## src/rtl/bus_router_if.sv

```systemverilog
// bus_router_if: core-to-router request/response bus plus router-to-target access bus.
// Ports (signals):
//   req_valid/req_ready/req_addr/req_we/req_wdata/req_wstrb : core request handshake
//   tgt_sel/tgt_addr/tgt_we/tgt_wdata/tgt_wstrb             : one-hot target access
//   tgt_ack/tgt_rdata                                        : per-target acknowledge and read data
//   rsp_valid/rsp_rdata/rsp_err                              : single-beat response to the core
// Modports: slave = router side, master = core/target environment side.
interface bus_router_if #(
    parameter int NUM_TARGETS = 2,
    parameter int ADDR_W = 30
);
    logic                        req_valid;
    logic                        req_ready;
    logic [ADDR_W-1:0]           req_addr;
    logic                        req_we;
    logic [31:0]                 req_wdata;
    logic [3:0]                  req_wstrb;
    logic [NUM_TARGETS-1:0]      tgt_sel;
    logic [ADDR_W-1:0]           tgt_addr;
    logic                        tgt_we;
    logic [31:0]                 tgt_wdata;
    logic [3:0]                  tgt_wstrb;
    logic [NUM_TARGETS-1:0]      tgt_ack;
    logic [NUM_TARGETS*32-1:0]   tgt_rdata;
    logic                        rsp_valid;
    logic [31:0]                 rsp_rdata;
    logic                        rsp_err;
    modport slave (
        input  req_valid, req_addr, req_we, req_wdata, req_wstrb, tgt_ack, tgt_rdata,
        output req_ready, tgt_sel, tgt_addr, tgt_we, tgt_wdata, tgt_wstrb, rsp_valid, rsp_rdata, rsp_err
    );
    modport master (
        output req_valid, req_addr, req_we, req_wdata, req_wstrb, tgt_ack, tgt_rdata,
        input  req_ready, tgt_sel, tgt_addr, tgt_we, tgt_wdata, tgt_wstrb, rsp_valid, rsp_rdata, rsp_err
    );
endinterface

```

## src/rtl/bus_router.sv

```systemverilog
// bus_router: decodes core word addresses to one of NUM_TARGETS regions and returns one response beat.
// Ports:
//   clk   : clock, rising edge
//   rst_n : synchronous active-low reset
//   bus   : bus_router_if.slave (core request, target access, response)
module bus_router #(
    parameter int NUM_TARGETS = 2,
    parameter int ADDR_W = 30,
    parameter logic [NUM_TARGETS*ADDR_W-1:0] REGION_BASE = {30'h3C00_0000, 30'h0000_0000},
    parameter logic [NUM_TARGETS*ADDR_W-1:0] REGION_MASK = {30'h3FFF_C000, 30'h3C00_0000},
    parameter int TIMEOUT = 15
) (
    input logic clk,
    input logic rst_n,
    bus_router_if.slave bus
);
    localparam int IDX_W = (NUM_TARGETS > 1) ? $clog2(NUM_TARGETS) : 1;
    localparam int CNT_W = $clog2(TIMEOUT + 1);

    typedef enum logic [1:0] {IDLE, ACCESS, RESP} state_t;

    state_t            state;
    state_t            state_nx;
    logic              hit;
    logic [IDX_W-1:0]  hit_idx;
    logic [IDX_W-1:0]  sel_idx;
    logic [CNT_W-1:0]  cnt;
    logic              ack_sel;
    logic              cnt_last;

    for (genvar i = 0; i < NUM_TARGETS; i++) begin : g_chk
        if ((REGION_BASE[i*ADDR_W +: ADDR_W] & ~REGION_MASK[i*ADDR_W +: ADDR_W]) != '0) begin : g_bad
            $fatal(1, "bus_router: region %0d base has bits outside its mask", i);
        end
    end
    if (TIMEOUT < 1) begin : g_bad_timeout
        $fatal(1, "bus_router: TIMEOUT must be at least 1");
    end

    // Scan from the top so the lowest matching index is the one left standing.
    always_comb begin
        hit = 1'b0;
        hit_idx = '0;
        for (int j = NUM_TARGETS - 1; j >= 0; j--) begin
            if ((bus.req_addr & REGION_MASK[j*ADDR_W +: ADDR_W]) == REGION_BASE[j*ADDR_W +: ADDR_W]) begin
                hit = 1'b1;
                hit_idx = IDX_W'(j);
            end
        end
    end

    assign ack_sel  = bus.tgt_ack[sel_idx];
    assign cnt_last = cnt == CNT_W'(TIMEOUT - 1);

    always_ff @(posedge clk) begin
        if (!rst_n)
            state <= IDLE;
        else
            state <= state_nx;
    end

    // Ack takes priority over the timeout in the same cycle.
    always_comb begin
        state_nx = (state == IDLE)   ? (bus.req_valid ? (hit ? ACCESS : RESP) : IDLE) :
                   (state == ACCESS) ? ((ack_sel || cnt_last) ? RESP : ACCESS) :
                                       IDLE;
    end

    always_comb begin
        bus.req_ready = state == IDLE;
        bus.rsp_valid = state == RESP;
        bus.tgt_sel   = (state == ACCESS) ? NUM_TARGETS'(1) << sel_idx : '0;
    end

    always_ff @(posedge clk) begin
        if (!rst_n) begin
            sel_idx       <= '0;
            cnt           <= '0;
            bus.tgt_addr  <= '0;
            bus.tgt_we    <= 1'b0;
            bus.tgt_wdata <= '0;
            bus.tgt_wstrb <= '0;
            bus.rsp_rdata <= '0;
            bus.rsp_err   <= 1'b0;
        end else if (state == IDLE && bus.req_valid) begin
            if (hit) begin
                sel_idx       <= hit_idx;
                cnt           <= '0;
                bus.tgt_addr  <= bus.req_addr;
                bus.tgt_we    <= bus.req_we;
                bus.tgt_wdata <= bus.req_wdata;
                bus.tgt_wstrb <= bus.req_wstrb;
            end else begin
                bus.rsp_rdata <= '0;
                bus.rsp_err   <= 1'b1;
            end
        end else if (state == ACCESS) begin
            if (ack_sel) begin
                bus.rsp_rdata <= bus.tgt_we ? 32'h0 : bus.tgt_rdata[32*sel_idx +: 32];
                bus.rsp_err   <= 1'b0;
            end else if (cnt_last) begin
                bus.rsp_rdata <= '0;
                bus.rsp_err   <= 1'b1;
            end else begin
                cnt <= cnt + 1'b1;
            end
        end
    end
endmodule

```

## src/flat_wrapper.sv

```systemverilog
// flat-port wrapper written by rule: the top's interface ports become plain ports
module bus_router_flat 
#(
    parameter int NUM_TARGETS = 2,
    parameter int ADDR_W = 30,
    parameter logic [NUM_TARGETS*ADDR_W-1:0] REGION_BASE = {30'h3C00_0000, 30'h0000_0000},
    parameter logic [NUM_TARGETS*ADDR_W-1:0] REGION_MASK = {30'h3FFF_C000, 30'h3C00_0000},
    parameter int TIMEOUT = 15
)
  (clk, rst_n, bus_req_valid, bus_req_addr, bus_req_we, bus_req_wdata, bus_req_wstrb, bus_tgt_ack, bus_tgt_rdata, bus_req_ready, bus_tgt_sel, bus_tgt_addr, bus_tgt_we, bus_tgt_wdata, bus_tgt_wstrb, bus_rsp_valid, bus_rsp_rdata, bus_rsp_err);
  bus_router_if #(.NUM_TARGETS(NUM_TARGETS), .ADDR_W(ADDR_W)) bus_i ();
  input logic clk;
  input logic rst_n;
  input wire logic [$bits(bus_i.req_valid)-1:0] bus_req_valid;
  input wire logic [$bits(bus_i.req_addr)-1:0] bus_req_addr;
  input wire logic [$bits(bus_i.req_we)-1:0] bus_req_we;
  input wire logic [$bits(bus_i.req_wdata)-1:0] bus_req_wdata;
  input wire logic [$bits(bus_i.req_wstrb)-1:0] bus_req_wstrb;
  input wire logic [$bits(bus_i.tgt_ack)-1:0] bus_tgt_ack;
  input wire logic [$bits(bus_i.tgt_rdata)-1:0] bus_tgt_rdata;
  output wire logic [$bits(bus_i.req_ready)-1:0] bus_req_ready;
  output wire logic [$bits(bus_i.tgt_sel)-1:0] bus_tgt_sel;
  output wire logic [$bits(bus_i.tgt_addr)-1:0] bus_tgt_addr;
  output wire logic [$bits(bus_i.tgt_we)-1:0] bus_tgt_we;
  output wire logic [$bits(bus_i.tgt_wdata)-1:0] bus_tgt_wdata;
  output wire logic [$bits(bus_i.tgt_wstrb)-1:0] bus_tgt_wstrb;
  output wire logic [$bits(bus_i.rsp_valid)-1:0] bus_rsp_valid;
  output wire logic [$bits(bus_i.rsp_rdata)-1:0] bus_rsp_rdata;
  output wire logic [$bits(bus_i.rsp_err)-1:0] bus_rsp_err;
  assign bus_i.req_valid = bus_req_valid;
  assign bus_i.req_addr = bus_req_addr;
  assign bus_i.req_we = bus_req_we;
  assign bus_i.req_wdata = bus_req_wdata;
  assign bus_i.req_wstrb = bus_req_wstrb;
  assign bus_i.tgt_ack = bus_tgt_ack;
  assign bus_i.tgt_rdata = bus_tgt_rdata;
  assign bus_req_ready = bus_i.req_ready;
  assign bus_tgt_sel = bus_i.tgt_sel;
  assign bus_tgt_addr = bus_i.tgt_addr;
  assign bus_tgt_we = bus_i.tgt_we;
  assign bus_tgt_wdata = bus_i.tgt_wdata;
  assign bus_tgt_wstrb = bus_i.tgt_wstrb;
  assign bus_rsp_valid = bus_i.rsp_valid;
  assign bus_rsp_rdata = bus_i.rsp_rdata;
  assign bus_rsp_err = bus_i.rsp_err;
  bus_router #(.NUM_TARGETS(NUM_TARGETS), .ADDR_W(ADDR_W), .REGION_BASE(REGION_BASE), .REGION_MASK(REGION_MASK), .TIMEOUT(TIMEOUT)) u_core (.clk(clk), .rst_n(rst_n), .bus(bus_i));
endmodule
```

## config.mk

```make
export PLATFORM = sky130hd
export DESIGN_NAME = bus_router_flat
export DESIGN_NICKNAME = d
export VERILOG_FILES = /design/src/rtl/bus_router_if.sv /design/src/rtl/bus_router.sv /design/src/flat_wrapper.sv
export SDC_FILE = /design/constraint.sdc
export NUM_CORES = 1
export LEC_CHECK = 0
export BUFFER_PORTS_ARGS = -buffer_cell sky130_fd_sc_hd__buf_4
export CAP_MARGIN = 0
export CORE_AREA = 2 2 99 101
export DETAILED_ROUTE_END_ITERATION = 16
export DIE_AREA = 0 0 101 103
export PLACE_DENSITY = 0.94
export SYNTH_ARGS = -nofsm -noshare
export SYNTH_HDL_FRONTEND = slang
export SYNTH_SLANG_ARGS = --single-unit
export TNS_END_PERCENT = 5
```

## constraint.sdc

```tcl
create_clock -name clk -period 2.7 [get_ports clk]
set_input_delay 0.135 -clock clk [delete_from_list [all_inputs] [get_ports clk]]
set_output_delay 0.135 -clock clk [all_outputs]
set_load 0.1 [all_outputs]
```

==> results of run 1 <==
[synthesized netlist by cell type, drive strengths merged (2+ instances only)]
cell,n,area [um2]
nand4,2,12.5
nor2b,2,12.5
nand2b,2,12.5
nand3,64,330
nand2,97,364
nor4b,2,17.5
o21a,7,52.6
nor2,6,22.5
buf,18,231
clkbuf,27,108
xor2,2,17.5
or4b,2,23.8
mux2i,33,330
dfxtp,107,2140
ha,2,25.0
and2,4,25.0
o22ai,32,200
o21ai,64,377
[critical path, delay by kind of cell]
kind,cells,cell delay [ps]
buf+inv,3,950
simple gates,3,600
compound gates,2,890
[logic make-up after synthesis]
| group | share of synthesized area, % |
|---|---|
| AO/OA/AOI/OAI | 15.1 |
| flip-flops | 48.9 |
| XOR/XNOR | 0.400 |
| buffers and inverters | 7.83 |
| AND/OR/NAND/NOR | 19.6 |
| adder cells (fa/ha/maj) | 0.571 |
| multiplexers | 7.54 |
[power by group]
part | switching [W] | total, W | internal, W | leakage (nW)
registers | 0.0000101 | 0.00160 | 0.00159 | 0.864
logic | 0.000262 | 0.000482 | 0.000220 | 1.90
clock network | 0.000498 | 0.000874 | 0.000376 | 0.0843
total | 0.000770 | 0.00296 | 0.00219 | 2.85
[stage by stage]
stage                     hold slack [ps]  power [W]  area (um2)
after floorplan                       256    0.00187        4380
after global placement                347    0.00205        6070
after detailed placement              356    0.00206        6070
after CTS                           0.229    0.00298        6670
after global routing                 16.7    0.00307        6690
final                                20.6    0.00296        6690
[final timing paths]
path	start	endpoint	slack (ps)
min	bus_req_addr[9]	u_core.bus.tgt_addr[9]$_SDFFE_PN0P_	20
max	bus_req_addr[17]	u_core.bus.tgt_wdata[28]$_SDFFE_PN0P_	380
max reg2reg	u_core.state[1]$_SDFF_PN0_	u_core.bus.tgt_wdata[28]$_SDFFE_PN0P_	680
min reg2reg	u_core.bus.tgt_wdata[1]$_SDFFE_PN0P_	u_core.bus.tgt_wdata[1]$_SDFFE_PN0P_	450
[routing by layer]
layer | wire length (um) | GRT usage [%] | part of all wire, %
met2 | 7300 | 46.8 | 52
met3 | 1030 | 6.92 | 7.4
met1 | 5230 | 27.5 | 37
met4 | 459 | 13.6 | 3.3
met5 | 0 | 0 | 0
[cell type report]
type	instances	area, um2	area share [%]
tap	114	143	2.13
multi-input combinational	330	1900	28.4
inverter	1	3.75	0.0561
clock inverter	2	12.5	0.187
timing repair buffer	293	2340	34.9
sequential	107	2140	32.0
clock buffer	12	155	2.32
[sequential cells by signal (all words and copies together), names as in the netlist]
name,cells
u_core.state,2
u_core.sel_idx,1
u_core.bus.tgt_wdata,32
u_core.bus.tgt_wstrb,4
u_core.cnt,4
u_core.bus.rsp_err,1
u_core.bus.tgt_we,1
u_core.bus.tgt_addr,30
u_core.bus.rsp_rdata,32
==> flow_summary.ini, run 1 <==
[logic_synthesis]
netlist_area_um2 = 4380
ys_ff_latch = 107
avgSynthCellArea_um2 = 9.07
synth_edf_count = 0
synth_fp_nets = 621
syn_inst = 483
ys.flop_type = dfxtp_1
synth_cell_types = 38
yosysWarnings = 0
seq_area_frac_synth_pct = 48.9
async_reset_ff_share_pct = 0

[pwr]
power-per-cell-area_nw_per_um2 = 442
p_leak_nw = 2.85
vdd_ir_drop_max_v = 0.000247

[critical_path]
slowest_stage = o21ai_4
crit_fanout = 33
worstPathArrival_ps = 2600
end_kind = flip-flop
slowest_delay_ps = 760
worstPathCellList = dlygate4sd3_1 -> buf_4 -> nor4_1 -> nand4_1 -> o21ai_4 -> buf_12 -> nand3_1 -> o21ai_0
reg2reg_depth = 6
start_kind = input pin
worst_ep_required_time_ps = 2970
worstSetupPathType = in -> reg

[outcome]
status = completed

[timing]
layout_setup_ws_ps = 377
tightest_slew_ps = 879
fmax_mhz = 431
tns_ps = 0
relSlewSlack_pct = 41.2
rsz0062_at_grt = no
drv_slew = 0
fin_worst_skew_ps = 5.54
finalCriticalPeriod_ps = 2320
setup_viol = 0
fin_crit_sh_pct = 86.0
finalHoldViolCount = 0

[layout]
area_growth_pct = 52.8
fillers = 663
drive_above_1_share_pct = 37.9
fin_cells = 859
final_net_count = 880
final_core_util_pct = 70.8
antennaDiodeCount = 0
layout_common_cells = buf_4, dfxtp_1, nand2_1, nand3_1, dlygate4sd3_1
final_common_cell = buf_4

[global_routing]
grt_pass1_wl_um = 21000
grt_antenna_before_repair = 0
overflow = 0
grt_max_degree = 61
grt_pass1_vias = 4418
gr-usage-all-layers_pct = 25.8

[die]
initial_core_util_pct = 46.3
die_w_um = 101
coreArea_um2 = 9460
die_y_um = 103
die_area_um2 = 10400
row_count = 36
io-pin-count = 240

[place]
gp_congestion = 0.800
dp_hpwl_um = 9560
pre_cts_slack_ps = 411
post-place-cells = 800
portBuffers = 239

[cts]
post-cts-setup-buffers = 0
cts_hold_buf = 43
clk_path_buf_depth = 2
root_buffer = clkbuf_8
tritoncts = done
htreeDepth = 3
clk_latency_ps = 350
cts_resized = 0
numCtsBuffers = 9
path_clk_slew_ps = 90
cts_sinks = 107

[route]
ant_nets = 0
dr.first_iter.drc_count = 167
post_drt_via_cell_ratio = 5.34
drc_errors = 0
finalWirelength_um = 14000
routed_wire_length_per_instance_um = 16.3
dr_total_vias = 4586
dr.pass1.iters = 5

[min_path]
hold_path_depth = 3
hold_class = in -> reg

[run]
cap_violations = 0
Power figures use the tool's default switching activity.
==> run 2, diff against run 1 <==
Settings changed: CORE_AREA 2 2 99 101 to 2 2 76 132, DIE_AREA 0 0 101 103 to 0 0 78 134, GPL_ROUTABILITY_DRIVEN from default to 0, PLACE_DENSITY 0.94 to 0.93.
==> run 2 against run 1 <==
Final cell count down 4.4%. Power rose by 10%. Combinational power down 13%. Clock-buffer cell count shrank 3. Critical path depth down 1. Die area grew 0.47%. Hold slack worse by 9.0 ps. Cell area shrank 5.0%.
==> flow_summary.ini, run 2 (synthesis gave the netlist of run 1 again) <==
[min_path]
hold_class = in -> reg

[layout]
final_area_um2 = 6360
final_net_count = 832
fillers = 757
final_common_cell = buf_4
area_growth_pct = 45.2
layout_common_cells = buf_4, dfxtp_1, nand2_1, nand3_1, mux2i_1
reg_top3 = u_core.bus.rsp_rdata: 32 flops, u_core.bus.tgt_wdata: 32 flops, u_core.bus.tgt_addr: 30 flops
antennaDiodeCount = 0
drive_above_1_share_pct = 40.2

[cts]
root_buffer = clkbuf_16
cts_hold_buf = 1
clk_path_buf_depth = 2
htreeDepth = 3
post-cts-setup-buffers = 0
clk_latency_ps = 340
cts_resized = 0
tritoncts = done
cts_sinks = 107
numCtsBuffers = 9
path_clk_slew_ps = 80

[timing]
tightest_slew_ps = 666
fin_worst_skew_ps = 10.2
relSlewSlack_pct = 55.6
whs_ps = 11.6
rsz0062_at_grt = no
fin_crit_sh_pct = 72.6
tns_ps = 0
finalHoldViolCount = 0
drv_slew = 0
fmax_mhz = 510
finalCriticalPeriod_ps = 1960
setup_viol = 0

[die]
coreArea_um2 = 9410
die_y_um = 134
io-pin-count = 240
initial_core_util_pct = 46.6
row_count = 47
die_w_um = 78
die_area_um2 = 10500

[global_routing]
grt_max_degree = 165
grt_antenna_before_repair = 0
overflow = 0
gr-usage-all-layers_pct = 23.3
grt_pass1_vias = 4253
grt_pass1_wl_um = 19700

[critical_path]
slowest_delay_ps = 490
crit_end = u_core.bus.rsp_rdata[31]$_SDFFE_PN0P_
start_kind = flip-flop
critPathTopFamily = compound AO/OA/AOI/OAI gates
path_buf_inv = 2
reg2reg_depth = 7
worst_ep_required_time_ps = 2890
r2r_start = u_core.cnt[0]$_SDFFE_PN0P_
worstPathCellList = inv_1 -> ha_1 -> nand3_1 -> a21oi_1 -> a41o_1 -> buf_4 -> o22ai_1
worstPathArrival_ps = 2150
cp.depth = 7
r2r-end = u_core.bus.rsp_rdata[31]$_SDFFE_PN0P_
r2r_slack_ps = 740
slowest_stage = a41o_1
worstSetupPathType = reg -> reg
crit_fanout = 19
crit_path_start = u_core.cnt[0]$_SDFFE_PN0P_
end_kind = flip-flop

[route]
routed_wire_length_per_instance_um = 15.0
drc_errors = 0
dr.pass1.iters = 5
finalWirelength_um = 12300
post_drt_via_cell_ratio = 5.20
ant_nets = 0
dr_total_vias = 4269
dr.first_iter.drc_count = 213

[pwr]
power-per-cell-area_nw_per_um2 = 513
vdd_ir_drop_max_v = 0.000312
p_leak_nw = 2.70

[run]
cap_violations = 0

[place]
dp_hpwl_um = 9320
place_area_um2 = 6070
portBuffers = 239

[outcome]
status = completed
==> run 2: changes by cell type in the layout (fill, tap and decap cells not counted) <==
cell,change
clkbuf_16,+9
inv_6,+2
inv_8,+1
clkbuf_8,-11
buf_4,-5
buf_12,+1
clkinv_4,+2
dlygate4sd3_1,-44
clkbuf_1,-1
==> run 2: how the worst min path moves through the flow <==
| stage | from | to | depth (start not counted) |
|---|---|---|---|
| 2_1_floorplan | bus_req_wdata[26] | u_core.bus.tgt_wdata[26]$_SDFFE_PN0P_ | 2 |
| 3_3_place_gp | bus_req_wdata[27] | u_core.bus.tgt_wdata[27]$_SDFFE_PN0P_ | 3 |
| 3_5_place_dp | bus_req_wdata[27] | u_core.bus.tgt_wdata[27]$_SDFFE_PN0P_ | 3 |
| 4_1_cts | bus_req_wdata[27] | u_core.bus.tgt_wdata[27]$_SDFFE_PN0P_ | 3 |
| 5_1_grt | bus_req_wdata[26] | u_core.bus.tgt_wdata[26]$_SDFFE_PN0P_ | 3 |
| 6_report | bus_req_wdata[17] | u_core.bus.tgt_wdata[17]$_SDFFE_PN0P_ | 3 |
==> run 2: layout make-up <==
cell class | count | area [um2] | area share, %
Clock buffer | 9 | 225 | 3.54
Clock inverter | 7 | 58.8 | 0.924
Inverter | 1 | 3.75 | 0.0590
Multi-Input combinational cell | 330 | 1900 | 29.8
Sequential cell | 107 | 2140 | 33.7
Tap cell | 122 | 153 | 2.40
Timing Repair Buffer | 245 | 1880 | 29.5
==> run 2: through the flow <==
step	cells	setup slack, ps	util (%)	total power (W)
2_1_floorplan	483	469	-	0.00187
3_3_place_gp	804	648	64.5	0.00205
3_5_place_dp	804	561	64.5	0.00206
4_1_cts	821	760	67.6	0.00329
5_1_grt	821	543	67.6	0.00338
6_report	821	739	67.6	0.00326
==> run 2: routing by layer <==
metal | track usage [%] | part of all wire (%)
met1 | 25.0 | 36
met2 | 41.9 | 53
met3 | 6.39 | 7.6
met4 | 10.7 | 3.5
met5 | 0 | 0
==> run 2: tightest hold or removal path: stages <==
cell     delay [ps]
buf_4            70
nand3_1          50
o21ai_0          60
==> run 2: report_power, final <==
| part | switching [W] | internal [W] |
|---|---|---|
| Sequential | 0.0000105 | 0.00159 |
| Clock | 0.000599 | 0.000641 |
| Combinational | 0.000243 | 0.000179 |
==> run 3, diff against run 2 <==
Settings changed: ABC_AREA from default to 1, CORE_AREA 2 2 76 132 to 2 2 87 152, DIE_AREA 0 0 78 134 to 0 0 89 154, PLACE_DENSITY 0.93 to 0.85.
Clock period 2.7 ns to 1.6 ns, I/O delays scaled along.
==> run 3 against run 2 <==
Critical path type is now reg -> out. Non-clock buffer count increased by 13. Largest power group unchanged. First-iteration DRC count decreased by 38%. Synthesized area increased by 18%. Power increased by 96%.
==> flow_summary.ini, run 3 <==
[place]
place_area_um2 = 7070
dp_hpwl_um = 10900
portBuffers = 239

[logic_synthesis]
netlist_area_um2 = 5160
yosysWarnings = 0
avgSynthCellArea_um2 = 6.30
ys.flop_type = dfxtp_1
ys_ff_latch = 107
syn_inst = 820
synth_top_cell_by_area = dfxtp_1
netlist_top_cells_area = dfxtp_1, nand2_1, nor2_1
seq_area_frac_synth_pct = 41.5
synth_edf_count = 0
async_reset_ff_share_pct = 0
synth_fp_nets = 958
synth_common_cells = nand2_1, nor2_1, dfxtp_1
synth_cell_types = 25
synth_top_area_share_pct = 41.5
yosys.cell_count.top_type = nand2_1

[cts]
clk_path_buf_depth = 2
htreeDepth = 3
tritoncts = done
post-cts-setup-buffers = 0
cts_sinks = 107
cts_hold_buf = 0
root_buffer = clkbuf_16
path_clk_slew_ps = 80
cts_resized = 0
clk_latency_ps = 330
numCtsBuffers = 9

[route]
drc_errors = 0
dr_total_vias = 5428
finalWirelength_um = 14200
dr.first_iter.drc_count = 132
post_drt_via_cell_ratio = 4.47
dr.pass1.iters = 5
ant_nets = 0
routed_wire_length_per_instance_um = 11.7

[layout]
final_core_util_pct = 59.5
antennaDiodeCount = 0
reg_top3 = u_core.bus.rsp_rdata: 32 flops, u_core.bus.tgt_wdata: 32 flops, u_core.bus.tgt_addr: 30 flops
area_growth_pct = 43.3
final_net_count = 1178
final_area_um2 = 7400
fillers = 1207
layout_common_cells = nand2_1, buf_4, nor2_1, dfxtp_1, inv_1
drive_above_1_share_pct = 27.8
final_common_cell = nand2_1

[critical_path]
worstPathArrival_ps = 1420
end_kind = primary output
slowest_stage = dfxtp_1
worstPathCellList = inv_4 -> buf_6 -> nor2_1 -> buf_6
worstSetupPathType = reg -> out
crit_fanout = 22
start_kind = flip-flop
cpMostUsedCell = buf_6
reg2reg_depth = 9
slowest_delay_ps = 390
worst_ep_required_time_ps = 1520

[pwr]
p_sw_share_pct = 32.5
p_leak_nw = 3.88
comb_power_share_pct = 24.0
p_sw_w = 0.00208
power-per-cell-area_nw_per_um2 = 866
vdd_ir_drop_max_v = 0.000460
clkPwrFrac_pct = 32.4
seqPwrFrac_pct = 43.6
internal_power_w = 0.00433

[min_path]
hold_class = in -> reg
hold_path_depth = 5

[die]
coreArea_um2 = 12400
die_area_um2 = 13700
die_w_um = 89
initial_core_util_pct = 41.5
die_y_um = 154
io-pin-count = 240
row_count = 54

[global_routing]
grt_max_degree = 51
grt_pass1_vias = 4954
overflow = 0
grt_pass1_wl_um = 22400
grt_antenna_before_repair = 0
gr-usage-all-layers_pct = 20.4

[timing]
finalCriticalPeriod_ps = 1500
drv_slew = 0
fmax_mhz = 668
relSlewSlack_pct = 74.6
tightest_slew_ps = 381
fin_worst_skew_ps = 7.41
finalHoldViolCount = 0
setup_viol = 0
fin_crit_sh_pct = 93.6

[run]
cap_violations = 0

[outcome]
status = completed
run 3: cell type report:
cell class | count | area, um2 | area share [%]
tap | 168 | 210 | 2.84
clock inverter | 6 | 47.5 | 0.642
multi-input combinational | 579 | 2420 | 32.7
inverter | 85 | 324 | 4.38
clock buffer | 10 | 229 | 3.09
sequential | 107 | 2140 | 29.0
timing repair buffer | 258 | 2030 | 27.4
run 3: per-layer routing:
layer	up-vias	global-route usage, %	routed length [um]	part of all wire, %
met5	-	0	0	0
met4	0	8.53	455	3.2
met3	34	4.08	916	6.4
met2	176	38.1	7570	53
met1	2320	21.3	5290	37
li1	2898	-	-	-
run 3: power groups by stage:
stage / Sequential [W] / Clock (W) / Combinational, W
after floorplan: 0.00336 / 0 / 0.000518
after global placement: 0.00285 / 0 / 0.00151
after detailed placement: 0.00286 / 0 / 0.00153
after CTS: 0.00279 / 0.00214 / 0.00153
after global routing: 0.00280 / 0.00225 / 0.00166
final: 0.00279 / 0.00208 / 0.00154
run 3: kinds of logic after synthesis:
family,after synthesis,synth area share (%)
XOR/XNOR,2,0.339
AND/OR/NAND/NOR,532,41.1
buffers and inverters,134,12.2
adder cells (fa/ha/maj),2,0.484
AO/OA/AOI/OAI,43,4.38
flip-flops,107,41.5
run 3: final timing paths:
check | start | to | slack (ps)
worst max-delay path | u_core.sel_idx$_SDFFE_PN0P_ | bus_tgt_sel[1] | 100
worst min-delay path | bus_req_wstrb[0] | u_core.bus.tgt_wstrb[0]$_SDFFE_PN0P_ | 30
worst max register to register | u_core.state[1]$_SDFF_PN0_ | u_core.bus.tgt_wdata[14]$_SDFFE_PN0P_ | 140
worst min register to register | u_core.bus.tgt_addr[28]$_SDFFE_PN0P_ | u_core.bus.tgt_addr[28]$_SDFFE_PN0P_ | 460
run 3: worst max-delay path, delay by kind of cell, from the launching register on:
kind / cells / cell delay, ps
buffers and inverters: 3 / 540
AND/OR/NAND/NOR: 1 / 140
flip-flops: 1 / 390
run 3: metrics by stage:
| step | setup TNS (ps) | total power, W | worst slack [ps] | cells | hold WS [ps] |
|---|---|---|---|---|---|
| after floorplan | -22410 | 0.00388 | -392 | 820 | 258 |
| after global placement | 0 | 0.00437 | 105 | 1197 | 370 |
| after detailed placement | 0 | 0.00438 | 80.5 | 1197 | 382 |
| after CTS | 0 | 0.00646 | 32.6 | 1213 | 16.8 |
| after global routing | -25.5 | 0.00672 | -13.5 | 1213 | 27.8 |
| final | 0 | 0.00641 | 103 | 1213 | 30.5 |
